## src/rtl/vga_timing_pkg.sv

```systemverilog
// Shared VGA 640x480@60 timing constants and lock-state encoding.
// Used by the monitor and by any display generator driving it.
package vga_timing_pkg;

    localparam int H_TOTAL      = 800;
    localparam int H_SYNC_START = 656;
    localparam int H_SYNC_LEN   = 96;
    localparam int H_VISIBLE    = 640;

    localparam int V_TOTAL      = 525;
    localparam int V_SYNC_START = 490;
    localparam int V_SYNC_LEN   = 2;
    localparam int V_VISIBLE    = 480;

    // Width of coordinate counters and period meters.
    localparam int CW = 11;

    // Consecutive clean frames needed before declaring lock.
    localparam int GOOD_FRAMES = 2;

    typedef enum logic [1:0] {
        SEARCH  = 2'd0,
        ACQUIRE = 2'd1,
        LOCKED  = 2'd2
    } lock_state_t;

endpackage

```

## src/rtl/vga_period_meter.sv

```systemverilog
// Measures the spacing between edges in units of enabled cycles.
// Ports: clk, reset (async low), edge_i, cnt_en_i, expected_i, err_o.
module vga_period_meter
    import vga_timing_pkg::*;
(
    input  logic          clk,
    input  logic          reset,
    input  logic          edge_i,
    input  logic          cnt_en_i,
    input  logic [CW-1:0] expected_i,
    output logic          err_o
);

    localparam logic [CW-1:0] CNT_MAX = '1;

    logic [CW-1:0] cnt_q, cnt_d, inc;
    logic          first_q, first_d;
    logic          err_q, err_d;

    // inc includes the current cycle, so a coincident enable on the
    // closing edge is counted in the period that edge terminates.
    always_comb begin
        inc = cnt_q;
        if (cnt_en_i && (cnt_q != CNT_MAX)) begin
            inc = cnt_q + 1'b1;
        end
        cnt_d   = inc;
        first_d = first_q;
        err_d   = 1'b0;
        if (edge_i) begin
            cnt_d   = '0;
            first_d = 1'b0;
            err_d   = !first_q && (inc != expected_i);
        end
    end

    always_ff @(posedge clk or negedge reset) begin
        if (!reset) begin
            cnt_q   <= '0;
            first_q <= 1'b1;
            err_q   <= 1'b0;
        end else begin
            cnt_q   <= cnt_d;
            first_q <= first_d;
            err_q   <= err_d;
        end
    end

    assign err_o = err_q;

endmodule

```

## src/rtl/vga_rx_monitor.sv

```systemverilog
// Recovers pixel coordinates from a VGA stream, tracks timing lock and
// captures the colour at a probe coordinate.
// Ports: clk, reset (async low), hsync/vsync (active low), vga_r/g/b,
//   probe_x/y in; hpos/vpos, pix_rgb, pos_valid, locked, probe_rgb,
//   probe_valid, line_err, frame_err, frame_done out.
module vga_rx_monitor
    import vga_timing_pkg::*;
#(
    parameter int HTotal     = H_TOTAL,
    parameter int HSyncStart = H_SYNC_START,
    parameter int HVisible   = H_VISIBLE,
    parameter int VTotal     = V_TOTAL,
    parameter int VSyncStart = V_SYNC_START,
    parameter int VVisible   = V_VISIBLE
) (
    input  logic        clk,
    input  logic        reset,
    input  logic        hsync,
    input  logic        vsync,
    input  logic [3:0]  vga_r,
    input  logic [3:0]  vga_g,
    input  logic [3:0]  vga_b,
    input  logic [10:0] probe_x,
    input  logic [10:0] probe_y,
    output logic [10:0] hpos,
    output logic [10:0] vpos,
    output logic [11:0] pix_rgb,
    output logic        pos_valid,
    output logic        locked,
    output logic [11:0] probe_rgb,
    output logic        probe_valid,
    output logic        line_err,
    output logic        frame_err,
    output logic        frame_done
);

    logic          hs_prev_q, vs_prev_q;
    logic          hs_fall, vs_fall, hwrap;
    logic [CW-1:0] hcnt_q, hcnt_d;
    logic [CW-1:0] vcnt_q, vcnt_d;
    logic [11:0]   pix_q;
    logic          vs_fall_q;
    lock_state_t   state_q, state_d;
    logic [1:0]    good_q, good_d;
    logic          locked_q;
    logic          frame_done_q;
    logic [11:0]   probe_rgb_q;
    logic          probe_valid_q;
    logic          probe_hit;
    logic          line_err_w, frame_err_w, err_any;

    assign hs_fall = hs_prev_q & ~hsync;
    assign vs_fall = vs_prev_q & ~vsync;
    assign hwrap   = !hs_fall && (hcnt_q == CW'(HTotal - 1));

    // Counters track the coordinate of the pixel being registered;
    // sync falls re-anchor them and win over free running.
    always_comb begin
        hcnt_d = hcnt_q + 1'b1;
        if (hwrap) hcnt_d = '0;
        if (hs_fall) hcnt_d = CW'(HSyncStart);
        vcnt_d = vcnt_q;
        if (hwrap) begin
            vcnt_d = (vcnt_q == CW'(VTotal - 1)) ? '0 : vcnt_q + 1'b1;
        end
        if (vs_fall) vcnt_d = CW'(VSyncStart);
    end

    vga_period_meter u_line_meter (
        .clk        (clk),
        .reset      (reset),
        .edge_i     (hs_fall),
        .cnt_en_i   (1'b1),
        .expected_i (CW'(HTotal)),
        .err_o      (line_err_w)
    );

    vga_period_meter u_frame_meter (
        .clk        (clk),
        .reset      (reset),
        .edge_i     (vs_fall),
        .cnt_en_i   (hs_fall),
        .expected_i (CW'(VTotal)),
        .err_o      (frame_err_w)
    );

    assign err_any = line_err_w | frame_err_w;

    // Frame boundaries are acted on one cycle late so that the frame
    // error verdict for the closing frame is already available.
    always_comb begin
        state_d = state_q;
        good_d  = good_q;
        unique case (state_q)
            SEARCH: begin
                if (vs_fall_q) begin
                    state_d = ACQUIRE;
                    good_d  = '0;
                end
            end
            ACQUIRE: begin
                if (err_any) begin
                    state_d = SEARCH;
                    good_d  = '0;
                end else if (vs_fall_q) begin
                    good_d = good_q + 2'd1;
                    if (good_q == 2'(GOOD_FRAMES - 1)) state_d = LOCKED;
                end
            end
            LOCKED: begin
                if (err_any) begin
                    state_d = SEARCH;
                    good_d  = '0;
                end
            end
            default: begin
                state_d = SEARCH;
                good_d  = '0;
            end
        endcase
    end

    assign pos_valid = locked_q
                    && (hcnt_q < CW'(HVisible))
                    && (vcnt_q < CW'(VVisible));

    assign probe_hit = pos_valid
                    && (hcnt_q == probe_x)
                    && (vcnt_q == probe_y);

    always_ff @(posedge clk or negedge reset) begin
        if (!reset) begin
            hs_prev_q     <= 1'b1;
            vs_prev_q     <= 1'b1;
            hcnt_q        <= '0;
            vcnt_q        <= '0;
            pix_q         <= '0;
            vs_fall_q     <= 1'b0;
            state_q       <= SEARCH;
            good_q        <= '0;
            locked_q      <= 1'b0;
            frame_done_q  <= 1'b0;
            probe_rgb_q   <= '0;
            probe_valid_q <= 1'b0;
        end else begin
            hs_prev_q     <= hsync;
            vs_prev_q     <= vsync;
            hcnt_q        <= hcnt_d;
            vcnt_q        <= vcnt_d;
            pix_q         <= {vga_r, vga_g, vga_b};
            vs_fall_q     <= vs_fall;
            state_q       <= state_d;
            good_q        <= good_d;
            locked_q      <= (state_d == LOCKED);
            frame_done_q  <= vs_fall & locked_q;
            probe_valid_q <= probe_hit;
            if (probe_hit) probe_rgb_q <= pix_q;
        end
    end

    assign hpos        = hcnt_q;
    assign vpos        = vcnt_q;
    assign pix_rgb     = pix_q;
    assign locked      = locked_q;
    assign probe_rgb   = probe_rgb_q;
    assign probe_valid = probe_valid_q;
    assign line_err    = line_err_w;
    assign frame_err   = frame_err_w;
    assign frame_done  = frame_done_q;

endmodule

```

## config.mk

```make
export PLATFORM = sky130hd
export DESIGN_NAME = vga_rx_monitor
export DESIGN_NICKNAME = d
export VERILOG_FILES = /design/src/rtl/vga_timing_pkg.sv /design/src/rtl/vga_period_meter.sv /design/src/rtl/vga_rx_monitor.sv
export SDC_FILE = /design/constraint.sdc
export NUM_CORES = 1
export LEC_CHECK = 0
export CORE_UTILIZATION = 32
export CTS_BUF_LIST = sky130_fd_sc_hd__clkbuf_8
export CTS_CLUSTER_SIZE = 28
export DETAILED_ROUTE_END_ITERATION = 10
export PLACE_DENSITY = 0.58
export SLEW_MARGIN = 20
export SYNTH_ARGS = -nofsm -noshare
export SYNTH_HDL_FRONTEND = slang
export SYNTH_SLANG_ARGS = --single-unit
```

## constraint.sdc

```tcl
create_clock -name clk -period 2.15 [get_ports clk]
set_input_delay 0.645 -clock clk [delete_from_list [all_inputs] [get_ports clk]]
set_output_delay 0.645 -clock clk [all_outputs]
set_load 0.01 [all_outputs]
```

# Yosys cells after proc, flatten, opt, wreduce, memory -nomap -nowiden
# Cells that the tools add are included.
classes:
  addsub: 5
  n_mul: 0
  n_div: 0
  n_lt_le_gt_ge: 2
  eq_ne: 15
  shifts: 0
  n_mux: 22
  bitwise: 6
  reduce_logical: 14
op_table:
  columns: ["operator", "count"]
  rows:
  - ["$mux W11", 9]
  - ["$add A11 B1 Y11 const B", 4]
  - ["$eq A11 B10 Y1 const B", 2]
  - ["$eq A11 B11 Y1", 2]
  - ["$ne A11 B10 Y1 const B", 2]
  - ["$ne A11 B11 Y1 const B", 2]
  - ["$mux W2", 9]
  - ["$pmux W2 S3", 2]
  - ["$lt A11 B10 Y1 const B", 1]
  - ["$lt A11 B9 Y1 const B", 1]
  - ["$logic_and A1 B1 Y1", 8]
  - ["$eq A2 B1 Y1 const B", 2]
  - ["$eq A2 B2 Y1 const B", 2]
  - ["$ne A2 B2 Y1 const B", 2]
  - ["$and A1 B1 Y1", 3]
  - ["$logic_not A1 Y1", 3]
  - ["$ne A3 B3 Y1 const B", 1]
  - ["$reduce_and A3 Y1", 1]
  - ["$add A2 B1 Y2 const B", 1]
  - ["$logic_not A2 Y1", 1]
  - ["$mux W1", 2]
  - ["$not A1 Y1", 2]
  - ["$reduce_bool A2 Y1", 1]
  - ["$or A1 B1 Y1", 1]
totals:
  regBits: 82
  latchBits: 0
  ramBits: 0
  rom_bits: 0
  input_bits: 38
  elab_cells: 82
  mem_count: 0

# Longest topological paths before layout
# Gate-level depths: netlist of run 1.
depth:
  ltp_word: 7
  mapped_depth: 7
  mapped_depth_nobuf: 7

# Hierarchy
# A second synthesis of run 1 with hierarchy kept.
unflattened:
  cells_unflattened: 447
  hier_area_um2: 4541.9
by_module_without_submodules:
  columns: ["module", "instances", "cells_per_inst", "area_each_um2", "seq_area_each_um2"]
  rows:
  - ["vga_rx_monitor", 1, 243, 2678.8, 1403.8]
  - ["vga_period_meter at u_frame_meter", 1, 106, 958.4, 326.6]
  - ["vga_period_meter at u_line_meter", 1, 98, 904.6, 326.6]

# Worst setup path after synthesis of run 1
# OpenSTA, ideal clock, no wires.
synth_timing:
  path_kind: "input-to-reg"
  from: "in hsync"
  to: "reg u_frame_meter.err_q, in the netlist u_frame_meter.err_o"
  setup_ns: 0.132
  arrival_ns: 1.856
  required_time_ns: 2.018
  setup_slack_ns: 0.162
  path_stages: 6
  n_path_buf: 1
  cell_sequence: "and3b_1 buf_6 o211ai_4 or4_2 a32oi_1 a31oi_1"
synth_between:
  elab_chain_len: 7
synth_rtl:
  columns: ["element", "line_no", "text"]
  rows:
  - ["start: declaration", "vga_rx_monitor.sv:18", "input logic hsync,"]
  - ["$not A1 Y1", "vga_rx_monitor.sv:52", "assign hs_fall = hs_prev_q & ~hsync;"]
  - ["$and A1 B1 Y1", "vga_rx_monitor.sv:52", null]
  - ["$logic_and A1 B1 Y1", "vga_period_meter.sv:24", "if (cnt_en_i && (cnt_q != CNT_MAX)) begin"]
  - ["$mux W11", "vga_period_meter.sv:24", null]
  - ["$ne A11 B10 Y1", "vga_period_meter.sv:33", "err_d = !first_q && (inc != expected_i);"]
  - ["$logic_and A1 B1 Y1", "vga_period_meter.sv:33", null]
  - ["$mux W1", "vga_period_meter.sv:30", "if (edge_i) begin"]
  - ["net u_frame_meter.err_d", "vga_period_meter.sv:18", "logic err_q, err_d;"]
  - ["end signal: assignment", "vga_period_meter.sv:45", "err_q <= err_d;"]
  - ["end: declaration", "vga_period_meter.sv:18", null]
# The timed path passes the listed nets, and every way through them passes these cells.
# A chain may end at the register's enable or synchronous reset.

# Worst setup path after layout of run 1
layout_timing:
  from: "reg vcnt_q[4], in the netlist vpos[4]"
  to: "out vpos[4]"
layout_lines:
  columns: ["element", "line_no", "text"]
  rows:
  - ["start: declaration", "vga_rx_monitor.sv:40", "logic [CW-1:0] vcnt_q, vcnt_d;"]
  - ["start signal: assignment", "vga_rx_monitor.sv:149", "vcnt_q <= vcnt_d;"]
  - ["end: declaration", "vga_rx_monitor.sv:26", "output logic [10:0] vpos,"]
# No word-level cell between the ends.

==> results of run 1 <==
## Yosys cell counts, types with 4 or more instances
cell       n
a21oi_1   21
a311oi_1   6
a31oi_1    6
and2_1     8
and3_1     8
and4_1     4
buf_2      6
buf_6      4
dfrtp_1   78
dfstp_2    4
ha_1       6
inv_1     10
mux2_4    10
nand2_1   25
nand2b_1   7
nand3_1   13
nand4_1   15
nor2_1    39
nor3_1     6
nor4_1     4
o21ai_0   11
o21ai_1    4
xnor2_1   25
xor2_1    16
## cell type report
type                    count  area share
clock buffers              10      0.0230
flip-flops and latches     82       0.344
repair buffers            143       0.223
inverters                  10     0.00626
well taps                 172      0.0359
clock inverters             6      0.0150
multi-input cells         294       0.353
## worst register-to-register path: cells and delay by family (launching register included)
kind | cells | cell delay (ps)
adder cells (fa/ha/maj) | 1 | 260
flip-flops | 1 | 450
AND/OR/NAND/NOR | 5 | 960
buffers and inverters | 1 | 180
## logic make-up (layout without fill, tap and decap cells)
family	Yosys count	in the layout
DFF	82	82
xor gates and xnor gates	41	41
and+or+nand+nor	166	166
muxes	15	15
adders and majority gates	6	6
buffers and inverters	24	169
AOI/OAI and AO/OA	66	66
## registers in the layout (all words and copies together) (netlist names)
signal / cells
u_frame_meter.first_q: 1
u_line_meter.first_q: 1
probe_valid: 1
vpos: 11
hs_prev_q: 1
good_q: 2
u_frame_meter.cnt_q: 11
u_frame_meter.err_o: 1
pix_rgb: 12
locked: 1
u_line_meter.err_o: 1
u_line_meter.cnt_q: 11
state_q: 2
vs_prev_q: 1
frame_done: 1
hpos: 11
probe_rgb: 12
vs_fall_q: 1
## cell usage in the layout, fill, tap and decap left out, drive strengths merged, types with 5 or more instances in the layout
| cell | count |
|---|---|
| a21oi | 21 |
| a311oi | 6 |
| a31oi | 6 |
| and2 | 10 |
| and3 | 8 |
| and4 | 6 |
| buf | 56 |
| clkbuf | 10 |
| clkdlybuf4s50 | 80 |
| dfrtp | 78 |
| dlymetal6s2s | 7 |
| ha | 6 |
| inv | 10 |
| mux2 | 12 |
| nand2 | 26 |
| nand2b | 7 |
| nand3 | 14 |
| nand4 | 17 |
| nor2 | 40 |
| nor3 | 8 |
| nor4 | 5 |
| o21ai | 15 |
| xnor2 | 25 |
| xor2 | 16 |
## repair_timing
action | CTS | global route
buffers inserted | 0 | 3
pin swaps | 2 | 3
setup endpoints to repair | 5 | 13
resized for setup | 8 | 14
## report_power, final
group	internal [W]	switching, W
clock	0.000687	0.000571
sequential	0.00164	0.000127
combinational	0.000362	0.000288
total	0.00269	0.000986
## worst paths after layout
kind,to,cells after the start
worst max-delay path,vpos[4],1
worst max register to register,hpos[2],7
max in group asynchronous,hpos[5],2
min in group clk,u_frame_meter.first_q,1
worst min register to register,u_frame_meter.first_q,1
worst min-delay path,state_q[1],1
## routing by layer
layer	vias to the layer above	GRT usage	routed length, microns
li1	1724	-	-
met1	1701	0.205	4930
met2	105	0.276	5290
met3	11	0.0523	573
met4	0	0.0425	140
met5	-	0	0
## metrics by stage
| stage | instance area, sq um | cells | power [W] | TNS, ps | util |
|---|---|---|---|---|---|
| finish | 6000 | 717 | 0.00367 | 0 | 0.468 |
| global route | 6000 | 717 | 0.00388 | -50.3 | 0.468 |
| CTS | 5930 | 714 | 0.00372 | 0 | 0.462 |
| detailed placement | 5700 | 698 | 0.00243 | -7590 | 0.445 |
| global placement | 5700 | 698 | 0.00242 | -7050 | 0.445 |
| floorplan | 4280 | 400 | 0.00207 | 0 | - |
==> metrics, run 1 <==
fin nets=584; max-slew violation count=0; WS Path Type=flop to primary output; EDFF count, synth=0; required time worst endpoint=1500 ps; Final Hold Vio Count=0; CP max stage cell=clkdlybuf4s50_1; Syn Area/Cell=10.7 sq um; Reg area=2060 sq um; outcome=complete, no violations; clock sinks=about 80; Worst slew margin=0.718; Seq/Total Area, Yosys=0.480; Synth Area in XOR/XNOR=0.0838; largest family of logic cells by synthesized area=simple AND/OR/NAND/NOR gates; PortBufs=89; Post-Synth Simple-Gate Area=0.234; clock transition at the registers of the reported paths=80 ps; min Tclk post-route=2100 ps; worst path cell trace=clkdlybuf4s50_1; CTS tree=built; Die ar.=13900 sq um; fin crit share=0.975; reg2reg setup slack=170 ps; synthesized-area fraction occupied by adder cells=0.0175; area of the mapped netlist=4280 sq um; reg2reg start=hpos[1]; #FFs+latches synth=82; Hold Buf Count CTS=0; largest net degree at the start of global routing=30; Max clock buf depth=2; Worst EP arrival=1450 ps; Die Y-Extent=between 100 and 150 microns; Total GRT Usage=0.165; Clk Latency, worst-skew pair=370 ps; Worst Path Buf+Inv=1; top-area cell type share of the netlist area=0.456; Synth Area in Compound Gates=0.107; grt total ovfl=0; Worst IR Drop VDD=between 200 and 300 uV; Filler cells=1185; Die X=118 microns; drt first pass iters=4; row count=41; share of cells above drive strength 1=0.218; CP startpoint=vpos[4]; WL per Instance=15.2 microns; Post-DRT Antenna Nets=0; I/O Pins=90; final wirelength=10.9 mm; vias per cell=4.94; post-synthesis mux area share=0.0473; total CTS buffers=9; CP delay by family, top=buffers and inverters; Root Buffer=clkbuf_8; setup violators final=0; first-pass GRT wire length=18.1 mm; hold slack final=205 ps; Remaining DRCs=0; RSZ-0062 raised after global routing=yes; main area contributors after synthesis=dfrtp_1 46%, xnor2_1 5.1%, mux2_4 3.5%; Final Worst Setup Slack=54.5 ps; CP max FO=6; initial antenna violation count=0; net count after synthesis=between 400 and 500; worst stage delay on the critical path=610 ps; Setup crit end kind=primary output; Mapped Cells=400; worst min-delay path class=input port to asynchronous set/reset pin; diode count=0; cell area power density=612 nW/um^2; Placement Setup Slack=-377 ps; static leakage=2.61 nW; fmax=0.477 GHz; gpl congestion=~0.8; Top FF cell, synth=dfrtp_1; crit path launch type=flop; footprint of the multi-input gates=2110 sq um; area leader, netlist=dfrtp_1; Synth warnings=0; Initial DRC Count=188; htree depth=3; Starting Density=0.334; routed vias=around 3500; post-synth cell types=63; Layout area overhead=40.0%; DP Wirelength=8.22 mm; Post-synth ARST share=1.00; core area=12800 sq um; # Max-Cap Violations=0; Slew @ Worst Pin=424 ps; clock skew=9.47 ps; number of global-route vias before repair=about 3600
Power figures use the tool's default switching activity.
==> run 2, diff against run 1 <==
--- a/config.mk
+++ b/config.mk
@@ -5,6 +5,7 @@
 export SDC_FILE = /design/constraint.sdc
 export NUM_CORES = 1
 export LEC_CHECK = 0
+export CORE_MARGIN = 3
 export CORE_UTILIZATION = 32
 export CTS_BUF_LIST = sky130_fd_sc_hd__clkbuf_8
 export CTS_CLUSTER_SIZE = 28
==> run 2 against run 1 <==
Die area grew 6.9%. Hold slack improved by 24 ps. First-iteration DRC count decreased by 43%. Highest routed layer unchanged. Register-to-register slack worse by 50 ps. Critical path type unchanged.
==> metrics, run 2 (synthesis results as in run 1) <==
internal power component=0.00268 W (was 0.00269 W); fin nets=580 (was 584); Die Y-Extent=122 microns (was 118 microns); most common cell after layout, fill and taps aside=clkdlybuf4s50_1 (unchanged); worst path cell trace=clkdlybuf4s50_1 (unchanged); Worst IR Drop VDD=398 uV (was 287 uV); first-pass GRT wire length=18.3 mm (was 18.1 mm); CP max FO=6 (unchanged); Slew @ Worst Pin=474 ps (was 424 ps); grt total ovfl=0 (unchanged); Inst Count DP=693 (was 698); CTS tree=built (unchanged); WL per Instance=15.3 microns (was 15.2 microns); reg2reg start=vpos[10] (was hpos[1]); Post-DRT Antenna Nets=0 (unchanged); Worst slew margin=0.684 (was 0.718); Worst Path Buf+Inv=1 (unchanged); vias per cell=4.95 (was 4.94); most frequent cells in the layout=78 x clkdlybuf4s50_1, 69 x dfrtp_1, 49 x buf_4 (was 80 x clkdlybuf4s50_1, 72 x dfrtp_1, 53 x buf_4); RSZ-0062 raised after global routing=no (was yes); hold slack final=230 ps (was 205 ps); Cell Count, Final, Fillers Out=713 (was 717); I/O Pins=90 (unchanged); PortBufs=89 (unchanged); Comb power frac=0.177 (about the same); worst min-delay path class=input port to asynchronous set/reset pin (unchanged); static leakage=2.61 nW (about the same); Die X=122 microns (was 118 microns); clock skew=8.56 ps (was 9.47 ps); total power=0.00368 W (was 0.00367 W); routed vias=3527 (was 3541); sequential share of power=0.479 (was 0.480); gpl congestion=0.803 (was 0.816); final wirelength=10.9 mm (about the same); core area=12900 sq um (was 12800 sq um); Worst EP arrival=1420 ps (was 1450 ps); outcome=complete, no violations (unchanged); diode count=0 (unchanged); max-slew violation count=0 (unchanged); row count=41 (unchanged); Critical Path Stages=1 (unchanged); drt first pass iters=4 (unchanged); CP max stage cell=clkdlybuf4s50_1 (unchanged); total CTS buffers=9 (unchanged); htree depth=3 (unchanged); largest net degree at the start of global routing=35 (was 30); Max clock buf depth=2 (unchanged); clock sinks=82 (unchanged); fmax=0.485 GHz (was 0.477 GHz); Remaining DRCs=0 (unchanged); setup violators final=0 (unchanged); Total GRT Usage=0.157 (was 0.165); CP startpoint=vpos[4] (unchanged); crit path launch type=flop (unchanged); Filler cells=1202 (was 1185); setup TNS=0 ps (unchanged); WS Path Type=flop to primary output (unchanged); Starting Density=0.333 (was 0.334); Die ar.=14800 sq um (was 13900 sq um); number of global-route vias before repair=3604 (was 3575); # Max-Cap Violations=0 (unchanged); clock transition at the registers of the reported paths=80 ps (about the same); share of cells above drive strength 1=0.213 (was 0.218); worst stage delay on the critical path=590 ps (was 610 ps); CP delay by family, top=buffers and inverters (unchanged); DP Wirelength=8.20 mm (was 8.22 mm); Reg2Reg Depth=8 (was 7); Clk Latency, worst-skew pair=370 ps (about the same); Final Hold Vio Count=0 (unchanged); sw frac=0.271 (was 0.269); Psw=0.000996 W (was 0.000986 W); Clock power frac=0.344 (was 0.342); Layout area overhead=39.1% (was 40.0%); fin crit share=0.959 (was 0.975); initial antenna violation count=0 (unchanged); min Tclk post-route=2060 ps (was 2100 ps); cell area power density=617 nW/um^2 (was 612 nW/um^2); Setup crit end kind=primary output (unchanged); required time worst endpoint=1500 ps (about the same); Root Buffer=clkbuf_8 (unchanged); Initial DRC Count=108 (was 188)
run 2: changes by cell type in the layout (fill, tap and decap cells not counted), moves of 2 or more:
| cell | before | now |
|---|---|---|
| clkdlybuf4s50_1 | 80 | 78 |
| buf_4 | 53 | 49 |
| dfrtp_2 | 6 | 9 |
| dfrtp_1 | 72 | 69 |
| dlymetal6s2s_1 | 7 | 9 |
run 2: per-stage QoR:
stage | instance area (sq um) | setup WS (ps) | util
floorplan | 4280 | 162 | -
global placement | 5660 | -383 | 0.440
detailed placement | 5660 | -382 | 0.440
CTS | 5900 | 1.89 | 0.458
global route | 5960 | 18.0 | 0.463
finish | 5960 | 88.8 | 0.463
run 2: cell type report:
class,instances,area [sq um],share of cell area
multi-input combinational,294,2100,0.353
clock buffer,10,138,0.0231
clock inverter,6,90.1,0.0151
tap,172,215,0.0361
sequential,82,2070,0.347
timing repair buffer,139,1310,0.219
inverter,10,37.5,0.00630
run 2: timing repair:
item	CTS	global route
setup endpoints to repair	5	16
pin swaps	0	2
setup buffers	0	4
hold buffers	0	0
gates resized for setup	7	17
run 2: worst paths after layout:
| check | end | slack [ps] |
|---|---|---|
| max | vpos[4] | 90 |
| min | pix_rgb[3] | 230 |
| max reg2reg | vpos[8] | 120 |
| min reg2reg | u_line_meter.first_q | 490 |
| max in group asynchronous | u_line_meter.first_q | 1300 |
| min in group clk | hs_prev_q | 450 |
run 2: routing by layer:
metal / vias up / wire length [microns] / GRT usage
met5: - / 0 / 0
met1: 1692 / 4880 / 0.192
met4: 0 / 173 / 0.0441
li1: 1722 / - / -
met3: 16 / 682 / 0.0548
met2: 97 / 5210 / 0.264
run 2: power by group through the flow:
stage	Sequential (W)	Clock (W)	Combinational, W
floorplan	0.00179	0	0.000275
global placement	0.00178	0	0.000634
detailed placement	0.00179	0	0.000644
CTS	0.00176	0.00132	0.000650
global route	0.00178	0.00139	0.000728
finish	0.00176	0.00126	0.000651
